### src/rtl/apb_multi_slave_responder_pkg.sv
// Shared types, default parameters and index-width helpers for the APB
// multi-slave responder and its register files.
package apb_bridge_pkg;

    typedef enum logic [0:0] {
        IDLE   = 1'b0,
        ACCESS = 1'b1
    } apb_state_e;

    localparam int unsigned DEF_NUM_SLV = 32'd4;
    localparam int unsigned DEF_ADDR_W  = 32'd32;
    localparam int unsigned DEF_DATA_W  = 32'd32;
    localparam int unsigned DEF_DEPTH   = 32'd16;
    localparam int unsigned DEF_WAIT_W  = 32'd4;

    // Bits needed to address one word of a DEPTH-deep file.
    function automatic int unsigned idx_width(input int unsigned depth);
        return (depth > 32'd1) ? $clog2(depth) : 32'd1;
    endfunction

    // Byte-offset bits below the word index.
    function automatic int unsigned off_width(input int unsigned data_w);
        return $clog2(data_w / 32'd8);
    endfunction

    function automatic logic is_onehot(input logic [31:0] v);
        return (v != 32'd0) && ((v & (v - 32'd1)) == 32'd0);
    endfunction

endpackage

### src/rtl/apb_multi_slave_responder_if.sv
// APB bus bundle between the requester (master) and the responder (slave).
interface apb_multi_slave_responder_if #(
    parameter int unsigned NUM_SLV = 32'd4,
    parameter int unsigned ADDR_W  = 32'd32,
    parameter int unsigned DATA_W  = 32'd32
);
    logic [NUM_SLV-1:0]    Pselx;
    logic                  Penable;
    logic                  Pwrite;
    logic [ADDR_W-1:0]     Paddr;
    logic [DATA_W-1:0]     Pwdata;
    logic [DATA_W/8-1:0]   Pstrb;
    logic [DATA_W-1:0]     Prdata;
    logic                  Pready;
    logic                  Pslverr;

    modport master (
        output Pselx, Penable, Pwrite, Paddr, Pwdata, Pstrb,
        input  Prdata, Pready, Pslverr
    );

    modport slave (
        input  Pselx, Penable, Pwrite, Paddr, Pwdata, Pstrb,
        output Prdata, Pready, Pslverr
    );
endinterface

### src/rtl/apb_multi_slave_responder_regfile.sv
// One DEPTH x DATA_W register file: synchronous clear, byte-strobe write,
// combinational read.
module apb_slv_regfile
    import apb_bridge_pkg::*;
#(
    parameter int unsigned DEPTH  = DEF_DEPTH,
    parameter int unsigned DATA_W = DEF_DATA_W,
    localparam int unsigned IDX_W  = idx_width(DEPTH),
    localparam int unsigned STRB_W = DATA_W / 32'd8
) (
    input  logic              clk_i,
    input  logic              rst_i,
    input  logic              we_i,
    input  logic [IDX_W-1:0]  waddr_i,
    input  logic [DATA_W-1:0] wdata_i,
    input  logic [STRB_W-1:0] strb_i,
    input  logic [IDX_W-1:0]  raddr_i,
    output logic [DATA_W-1:0] rdata_o
);

    logic [DATA_W-1:0] mem_q [DEPTH];

    // Storage: cleared on reset, byte lanes updated where the strobe is set.
    always_ff @(posedge clk_i) begin
        if (rst_i) begin
            for (int w = 0; w < int'(DEPTH); w++) begin
                mem_q[w] <= {DATA_W{1'b0}};
            end
        end else if (we_i) begin
            for (int b = 0; b < int'(STRB_W); b++) begin
                if (strb_i[b]) begin
                    mem_q[waddr_i][b*8 +: 8] <= wdata_i[b*8 +: 8];
                end
            end
        end
    end

    assign rdata_o = mem_q[raddr_i];

endmodule

### src/rtl/apb_multi_slave_responder.sv
// APB4 completer serving NUM_SLV one-hot-selected register files with
// programmable wait states, error responses and a saturating error counter.
module apb_multi_slave_responder
    import apb_bridge_pkg::*;
#(
    parameter int unsigned NUM_SLV = DEF_NUM_SLV,
    parameter int unsigned ADDR_W  = DEF_ADDR_W,
    parameter int unsigned DATA_W  = DEF_DATA_W,
    parameter int unsigned DEPTH   = DEF_DEPTH,
    parameter int unsigned WAIT_W  = DEF_WAIT_W
) (
    input  logic                        Hclk,
    input  logic                        Hreset,
    apb_multi_slave_responder_if.slave  apb,
    input  logic [WAIT_W-1:0]           wait_cfg,
    output logic [7:0]                  err_cnt
);

    localparam int unsigned IDX_W  = idx_width(DEPTH);
    localparam int unsigned OFF_W  = off_width(DATA_W);
    localparam int unsigned STRB_W = DATA_W / 32'd8;
    localparam int unsigned SLV_W  = (NUM_SLV > 32'd1) ? $clog2(NUM_SLV) : 32'd1;

    apb_state_e          state_q, state_d;
    logic [WAIT_W-1:0]   cnt_q, cnt_d;
    logic                err_q, err_d;
    logic [SLV_W-1:0]    slv_q, slv_d;
    logic                wr_q, wr_d;
    logic [DATA_W-1:0]   wdata_q, wdata_d;
    logic [STRB_W-1:0]   strb_q, strb_d;
    logic [IDX_W-1:0]    idx_q, idx_d;
    logic [DATA_W-1:0]   rdata_q, rdata_d;
    logic [7:0]          err_cnt_q, err_cnt_d;

    logic [SLV_W-1:0]    setup_slv_s;
    logic [ADDR_W-1:0]   word_off_s;
    logic [IDX_W-1:0]    setup_idx_s;
    logic                setup_err_s;
    logic                setup_s;
    logic                sel_kept_s;
    logic                capture_s;
    logic                commit_s;
    logic [DATA_W-1:0]   rf_rdata_s [NUM_SLV];
    logic [NUM_SLV-1:0]  rf_we_s;

    assign word_off_s  = apb.Paddr >> OFF_W;
    assign setup_idx_s = word_off_s[IDX_W-1:0];
    assign setup_err_s = !is_onehot(32'(apb.Pselx)) ||
                         ((word_off_s >> IDX_W) != {ADDR_W{1'b0}});
    assign setup_s     = (|apb.Pselx) && !apb.Penable;
    assign sel_kept_s  = apb.Pselx[slv_q];

    // Lowest selected slave wins when the select is not one-hot.
    always_comb begin
        setup_slv_s = {SLV_W{1'b0}};
        for (int i = int'(NUM_SLV) - 1; i >= 0; i--) begin
            if (apb.Pselx[i]) begin
                setup_slv_s = SLV_W'(i);
            end else begin
                setup_slv_s = setup_slv_s;
            end
        end
    end

    // Next-state logic: setup capture, wait countdown, completion and abort.
    always_comb begin
        state_d   = state_q;
        cnt_d     = cnt_q;
        err_d     = err_q;
        slv_d     = slv_q;
        wr_d      = wr_q;
        wdata_d   = wdata_q;
        strb_d    = strb_q;
        idx_d     = idx_q;
        rdata_d   = rdata_q;
        err_cnt_d = err_cnt_q;
        capture_s = 1'b0;
        commit_s  = 1'b0;

        case (state_q)
            IDLE: begin
                if (setup_s) begin
                    capture_s = 1'b1;
                    state_d   = ACCESS;
                end else begin
                    state_d   = IDLE;
                end
            end
            ACCESS: begin
                if (!sel_kept_s) begin
                    state_d = IDLE;
                end else if (!apb.Penable) begin
                    capture_s = 1'b1;
                end else if (cnt_q != {WAIT_W{1'b0}}) begin
                    cnt_d = cnt_q - {{(WAIT_W-1){1'b0}}, 1'b1};
                end else begin
                    state_d  = IDLE;
                    commit_s = 1'b1;
                    if (err_q && (err_cnt_q != 8'hFF)) begin
                        err_cnt_d = err_cnt_q + 8'd1;
                    end else begin
                        err_cnt_d = err_cnt_q;
                    end
                end
            end
            default: begin
                state_d = IDLE;
            end
        endcase

        if (capture_s) begin
            slv_d   = setup_slv_s;
            wr_d    = apb.Pwrite;
            wdata_d = apb.Pwdata;
            strb_d  = apb.Pstrb;
            idx_d   = setup_idx_s;
            err_d   = setup_err_s;
            cnt_d   = wait_cfg;
            rdata_d = setup_err_s ? {DATA_W{1'b0}} : rf_rdata_s[setup_slv_s];
        end else begin
            slv_d   = slv_d;
        end
    end

    // State and captured-transfer registers.
    always_ff @(posedge Hclk) begin
        if (Hreset) begin
            state_q   <= IDLE;
            cnt_q     <= {WAIT_W{1'b0}};
            err_q     <= 1'b0;
            slv_q     <= {SLV_W{1'b0}};
            wr_q      <= 1'b0;
            wdata_q   <= {DATA_W{1'b0}};
            strb_q    <= {STRB_W{1'b0}};
            idx_q     <= {IDX_W{1'b0}};
            rdata_q   <= {DATA_W{1'b0}};
            err_cnt_q <= 8'd0;
        end else begin
            state_q   <= state_d;
            cnt_q     <= cnt_d;
            err_q     <= err_d;
            slv_q     <= slv_d;
            wr_q      <= wr_d;
            wdata_q   <= wdata_d;
            strb_q    <= strb_d;
            idx_q     <= idx_d;
            rdata_q   <= rdata_d;
            err_cnt_q <= err_cnt_d;
        end
    end

    for (genvar g = 0; g < int'(NUM_SLV); g++) begin : g_slv
        assign rf_we_s[g] = commit_s && wr_q && !err_q && (slv_q == SLV_W'(g));

        apb_slv_regfile #(
            .DEPTH  (DEPTH),
            .DATA_W (DATA_W)
        ) u_rf (
            .clk_i   (Hclk),
            .rst_i   (Hreset),
            .we_i    (rf_we_s[g]),
            .waddr_i (idx_q),
            .wdata_i (wdata_q),
            .strb_i  (strb_q),
            .raddr_i (setup_idx_s),
            .rdata_o (rf_rdata_s[g])
        );
    end

    // Outputs decode only registered state, so there is no input-to-output path.
    assign apb.Pready  = (state_q == ACCESS) && (cnt_q == {WAIT_W{1'b0}});
    assign apb.Pslverr = apb.Pready && err_q;
    assign apb.Prdata  = ((state_q == ACCESS) && !wr_q && !err_q) ? rdata_q : {DATA_W{1'b0}};
    assign err_cnt     = err_cnt_q;

endmodule

### src/flat_wrapper.sv
// flat-port wrapper written by rule: the top's interface ports become plain ports
module apb_multi_slave_responder_flat import apb_bridge_pkg::*;
#(
    parameter int unsigned NUM_SLV = DEF_NUM_SLV,
    parameter int unsigned ADDR_W  = DEF_ADDR_W,
    parameter int unsigned DATA_W  = DEF_DATA_W,
    parameter int unsigned DEPTH   = DEF_DEPTH,
    parameter int unsigned WAIT_W  = DEF_WAIT_W
)
  (Hclk, Hreset, wait_cfg, err_cnt, apb_Pselx, apb_Penable, apb_Pwrite, apb_Paddr, apb_Pwdata, apb_Pstrb, apb_Prdata, apb_Pready, apb_Pslverr);
  apb_multi_slave_responder_if #(.NUM_SLV(NUM_SLV), .ADDR_W(ADDR_W), .DATA_W(DATA_W)) apb_i ();
  input  logic Hclk;
  input  logic Hreset;
  input  logic [WAIT_W-1:0] wait_cfg;
  output logic [7:0] err_cnt;
  input wire logic [$bits(apb_i.Pselx)-1:0] apb_Pselx;
  input wire logic [$bits(apb_i.Penable)-1:0] apb_Penable;
  input wire logic [$bits(apb_i.Pwrite)-1:0] apb_Pwrite;
  input wire logic [$bits(apb_i.Paddr)-1:0] apb_Paddr;
  input wire logic [$bits(apb_i.Pwdata)-1:0] apb_Pwdata;
  input wire logic [$bits(apb_i.Pstrb)-1:0] apb_Pstrb;
  output wire logic [$bits(apb_i.Prdata)-1:0] apb_Prdata;
  output wire logic [$bits(apb_i.Pready)-1:0] apb_Pready;
  output wire logic [$bits(apb_i.Pslverr)-1:0] apb_Pslverr;
  assign apb_i.Pselx = apb_Pselx;
  assign apb_i.Penable = apb_Penable;
  assign apb_i.Pwrite = apb_Pwrite;
  assign apb_i.Paddr = apb_Paddr;
  assign apb_i.Pwdata = apb_Pwdata;
  assign apb_i.Pstrb = apb_Pstrb;
  assign apb_Prdata = apb_i.Prdata;
  assign apb_Pready = apb_i.Pready;
  assign apb_Pslverr = apb_i.Pslverr;
  apb_multi_slave_responder #(.NUM_SLV(NUM_SLV), .ADDR_W(ADDR_W), .DATA_W(DATA_W), .DEPTH(DEPTH), .WAIT_W(WAIT_W)) u_core (.Hclk(Hclk), .Hreset(Hreset), .apb(apb_i), .wait_cfg(wait_cfg), .err_cnt(err_cnt));
endmodule
### config.mk
export PLATFORM = sky130hd
export DESIGN_NAME = apb_multi_slave_responder_flat
export DESIGN_NICKNAME = d
export VERILOG_FILES = /design/src/rtl/apb_multi_slave_responder_pkg.sv /design/src/rtl/apb_multi_slave_responder_if.sv /design/src/rtl/apb_multi_slave_responder_regfile.sv /design/src/rtl/apb_multi_slave_responder.sv /design/src/flat_wrapper.sv
export SDC_FILE = /design/constraint.sdc
export NUM_CORES = 2
export LEC_CHECK = 0
export CAP_MARGIN = 15
export CORE_MARGIN = 10
export CORE_UTILIZATION = 40
export CTS_BUF_LIST = sky130_fd_sc_hd__clkbuf_8
export DETAILED_ROUTE_END_ITERATION = 10
export HOLD_SLACK_MARGIN = 0.08
export SYNTH_ARGS = -nofsm -noshare
export SYNTH_HDL_FRONTEND = slang
export SYNTH_HIERARCHICAL = 1
export SYNTH_SLANG_ARGS = --single-unit
export TNS_END_PERCENT = 5
### constraint.sdc
create_clock -name Hclk -period 3.8 [get_ports Hclk]
set_clock_uncertainty 0.2 [all_clocks]
set_input_delay 0.38 -clock Hclk [delete_from_list [all_inputs] [get_ports Hclk]]
set_output_delay 0.38 -clock Hclk [all_outputs]
set_load 0.02 [all_outputs]
==> summary.txt <==
Status
  – Outcome: completed

Setup path
  – Crit start category: flop
  – Ordered cell list for the critical path: buf_4 > nor3b_2 > buf_6 > and2_1 > clkdlybuf4s50_1
  – Maximum fanout along the worst path: 32
  – Data arrival time of the critical path: 3.13 ns
  – Critical Path End Type: output port
  – Largest stage delay on the critical path: a little under 0.7 ns
  – Worst Path Class, Setup: reg2out
  – Worst-path cell with the longest stage delay: clkdlybuf4s50_1
  – Required @ worst endpoint: 3.22 ns

Synth
  – Synthesis warning total: 6
  – Library cell with the largest summed area after synthesis: edfxtp_1
  – EDFF count, synth: 2048
  – Netlist cell types: 53
  – Most numerous cell types in the synthesized netlist: edfxtp_1, nor2_1, mux4_2
  – Post-synthesis async set-or-reset flop share: 0%
  – Netlist area before placement: about 94000 um2
  – Synth Flop Type: edfxtp_1
  – Mapped Avg Cell Area: 14.3 um2
  – Yosys top cell area share: 65.7%
  – Syn Inst Count: 6561
  – Sequential cell area fraction in the yosys report: approximately two thirds
  – Biggest area contributors in the synthesized netlist: edfxtp_1, mux4_2, nor2_1
  – Yosys reg bits: around 2.1k
  – Count leader, synth: edfxtp_1
  – Synth Net Count: 6644

STA
  – Time the final worst path needs with I/O delays and setup: 3.71 ns
  – Final Max Slew Viols: 0
  – Tightest Pin Transition: 1.17 ns
  – Share of the clock period used by the worst path: 97.7%
  – Achievable Freq: 269 MHz
  – Slew margin rel.: 21.6%
  – Final hold viol count: 0
  – Setup repair after global routing missed its margin: yes
  – Setup violators final: 0

Global route
  – Met3 GRT Util: 3.96%
  – Met1 track utilization from global routing: 26.7%
  – Number of global-route vias before repair: 58.9k
  – Global-route wire length before repair: 398000 um
  – Total global-route track usage: 21.0%
  – Number of antenna violations at the first check in global routing: 25
  – Met2 capacity usage during global routing: 34.9%
  – Largest net degree at the start of global routing: 61
  – Busiest layer in global routing: met2
  – GRT overflow: 0

Power and ir drop
  – Leakage power total: roughly 37 nW
  – Peak supply drop: just over 0.4 mV
  – Total power density per cell area: 459 nW/um2
  – Power consumption: ~50 mW

Job
  – Max-cap violations: 0

Floorplan
  – Vertical die dimension: 504 um
  – Die ar.: 254000 um2
  – Std cell rows: roughly 180
  – Core ar.: 233000 um2
  – Die width: just over 500 um
  – Initial Util: 40.2%
  – I/O pin cnt: 122

Routing
  – Average via count per standard cell: ~5.6
  – Count of TritonRoute iterations in the first routing pass: 6
  – Routed Antenna Nets: 0
  – Via count: between 50k and 60k
  – DRC violation count after routing: 0
  – Number of DRC markers in iteration 0: just under 7k
  – WL final: 275000 um
  – Routed wirelength normalized by instance count: 25.9 um

Place
  – Cell count after placement: roughly 10k
  – Weighted congestion at the end of routability-driven global placement: 0.871
  – Sum of net half-perimeters after detailed placement: 189000 um
  – Port Buffer Count: 119

Clock network
  – Clock latency reported for the late side of the worst-skew pair: ~1.1 ns
  – Root buffer cell: clkbuf_8
  – Number of buffers added for setup after CTS: 0
  – Max Root-Sink Buffers: 4
  – CTS tree: done
  – CTS sink count: 2137
  – Inserted Clock Buffers: 370
  – H-tree depth: 5
  – Clock transition at path regs: 0.06 ns

Layout
  – Share of layout cells above drive strength 1: about a quarter
  – Final Non-Filler Cells: 10.6k
  – Area Growth Syn to Fin: 16.8%
  – Fin nets: slightly above 7k

Worst hold path
  – Path type of the worst min-delay path: in2reg
[stage by stage]
step	hold slack [ns]	TNS, ns	setup slack (ns)	utilization, %	instance area, um2
final	0.179	0	0.0866	47.0	109000
after global routing	0.141	-1.01	-0.0540	47.0	109000
after CTS	0.0855	0	0.0287	47.0	109000
after detailed placement	0.260	0	0.0743	43.9	102000
after global placement	0.253	0	0.184	43.9	102000
after floorplan	0.234	0	0.333	-	93600
[power by group]
part | switching, mW | total [mW] | internal (mW)
Clock | 9.32 | 19.4 | 10.1
Sequential | 0.373 | 26.9 | 26.5
Combinational | 2.37 | 3.95 | 1.58
Total | 12.1 | 50.2 | 38.1
[cell usage in the layout (no fill, tap or decap), types with 89 or more instances in the layout]
cell,instances
clkbuf_8,377
and2_1,165
clkinv_1,93
buf_4,632
mux4_2,545
dfxtp_1,89
a22oi_1,256
edfxtp_1,2048
inv_1,119
nand2_1,383
clkdlybuf4s50_1,116
o21bai_1,240
nor2_1,1950
[logic make-up (layout without fill, tap and decap cells)]
kind of cell             count (synthesis)  in the layout  share of synthesized area, %
AND/OR/NAND/NOR                       2664           2664                          11.7
flip-flops                            2137           2137                          67.6
buffers and inverters                  612           1512                          2.77
AO/OA/AOI/OAI                          591            591                          4.67
multiplexers                           547            547                          13.1
XOR/XNOR                                 7              7                        0.0655
adder cells (fa/ha/maj)                  3              3                        0.0401
other                                    0             19                             0
[critical path: cells and delay by family, from the launching register on]
| family | cells | cell delay (ns) |
|---|---|---|
| buffers and inverters | 3 | 1.15 |
| DFF | 1 | 0.30 |
| and+or+nand+nor | 2 | 0.59 |
[layer usage]
| layer | part of all wire (%) | wire length (um) | vias to the layer above |
|---|---|---|---|
| li1 | - | - | 25500 |
| met1 | 38 | 104000 | 30200 |
| met4 | 5.0 | 13800 | 14 |
| met3 | 8.5 | 23400 | 592 |
| met5 | 0.029 | 80 | - |
| met2 | 49 | 134000 | 2749 |
[sequential cells by signal, indices dropped and copies added, names as in the netlist]
register                 cells
u_core/cnt_q                 4
u_core/err_cnt               8
u_core/err_q                 1
u_core/g_slv.u_rf/mem_q   2048
u_core/idx_q                 4
u_core/rdata_q              32
u_core/slv_q                 2
u_core/state_q               1
u_core/strb_q                4
u_core/wdata_q              32
u_core/wr_q                  1
[final timing paths]
check / start / endpoint / slack (ns) / depth (start not counted)
max: u_core/state_q / apb_Prdata[2] / 0.09 / 5
min: Hreset / u_core/wdata_q[12] / 0.18 / 3
max reg2reg: u_core/cnt_q[0] / u_core/g_slv[3].u_rf/mem_q[1][17] / 0.19 / 11
min reg2reg: u_core/rdata_q[17] / u_core/rdata_q[17] / 0.28 / 1
[layout make-up]
| cell class | count | area (um2) |
|---|---|---|
| clock inverter | 269 | 1440 |
| inverter | 3 | 11.3 |
| tap | 3132 | 3920 |
| clock buffer | 377 | 5190 |
| timing repair buffer | 863 | 7670 |
| sequential | 2137 | 63300 |
| antenna | 19 | 47.5 |
| fill | 20300 | 123000 |
| multi-input combinational | 3812 | 27800 |
[repair_timing]
item                       CTS  global route
hold endpoints to repair   997             0
setup endpoints to repair    3            50
hold buffers                51             0
resized for setup            1             0
cloned                       0             0
Note: power is estimated with default switching activity, not from simulation.
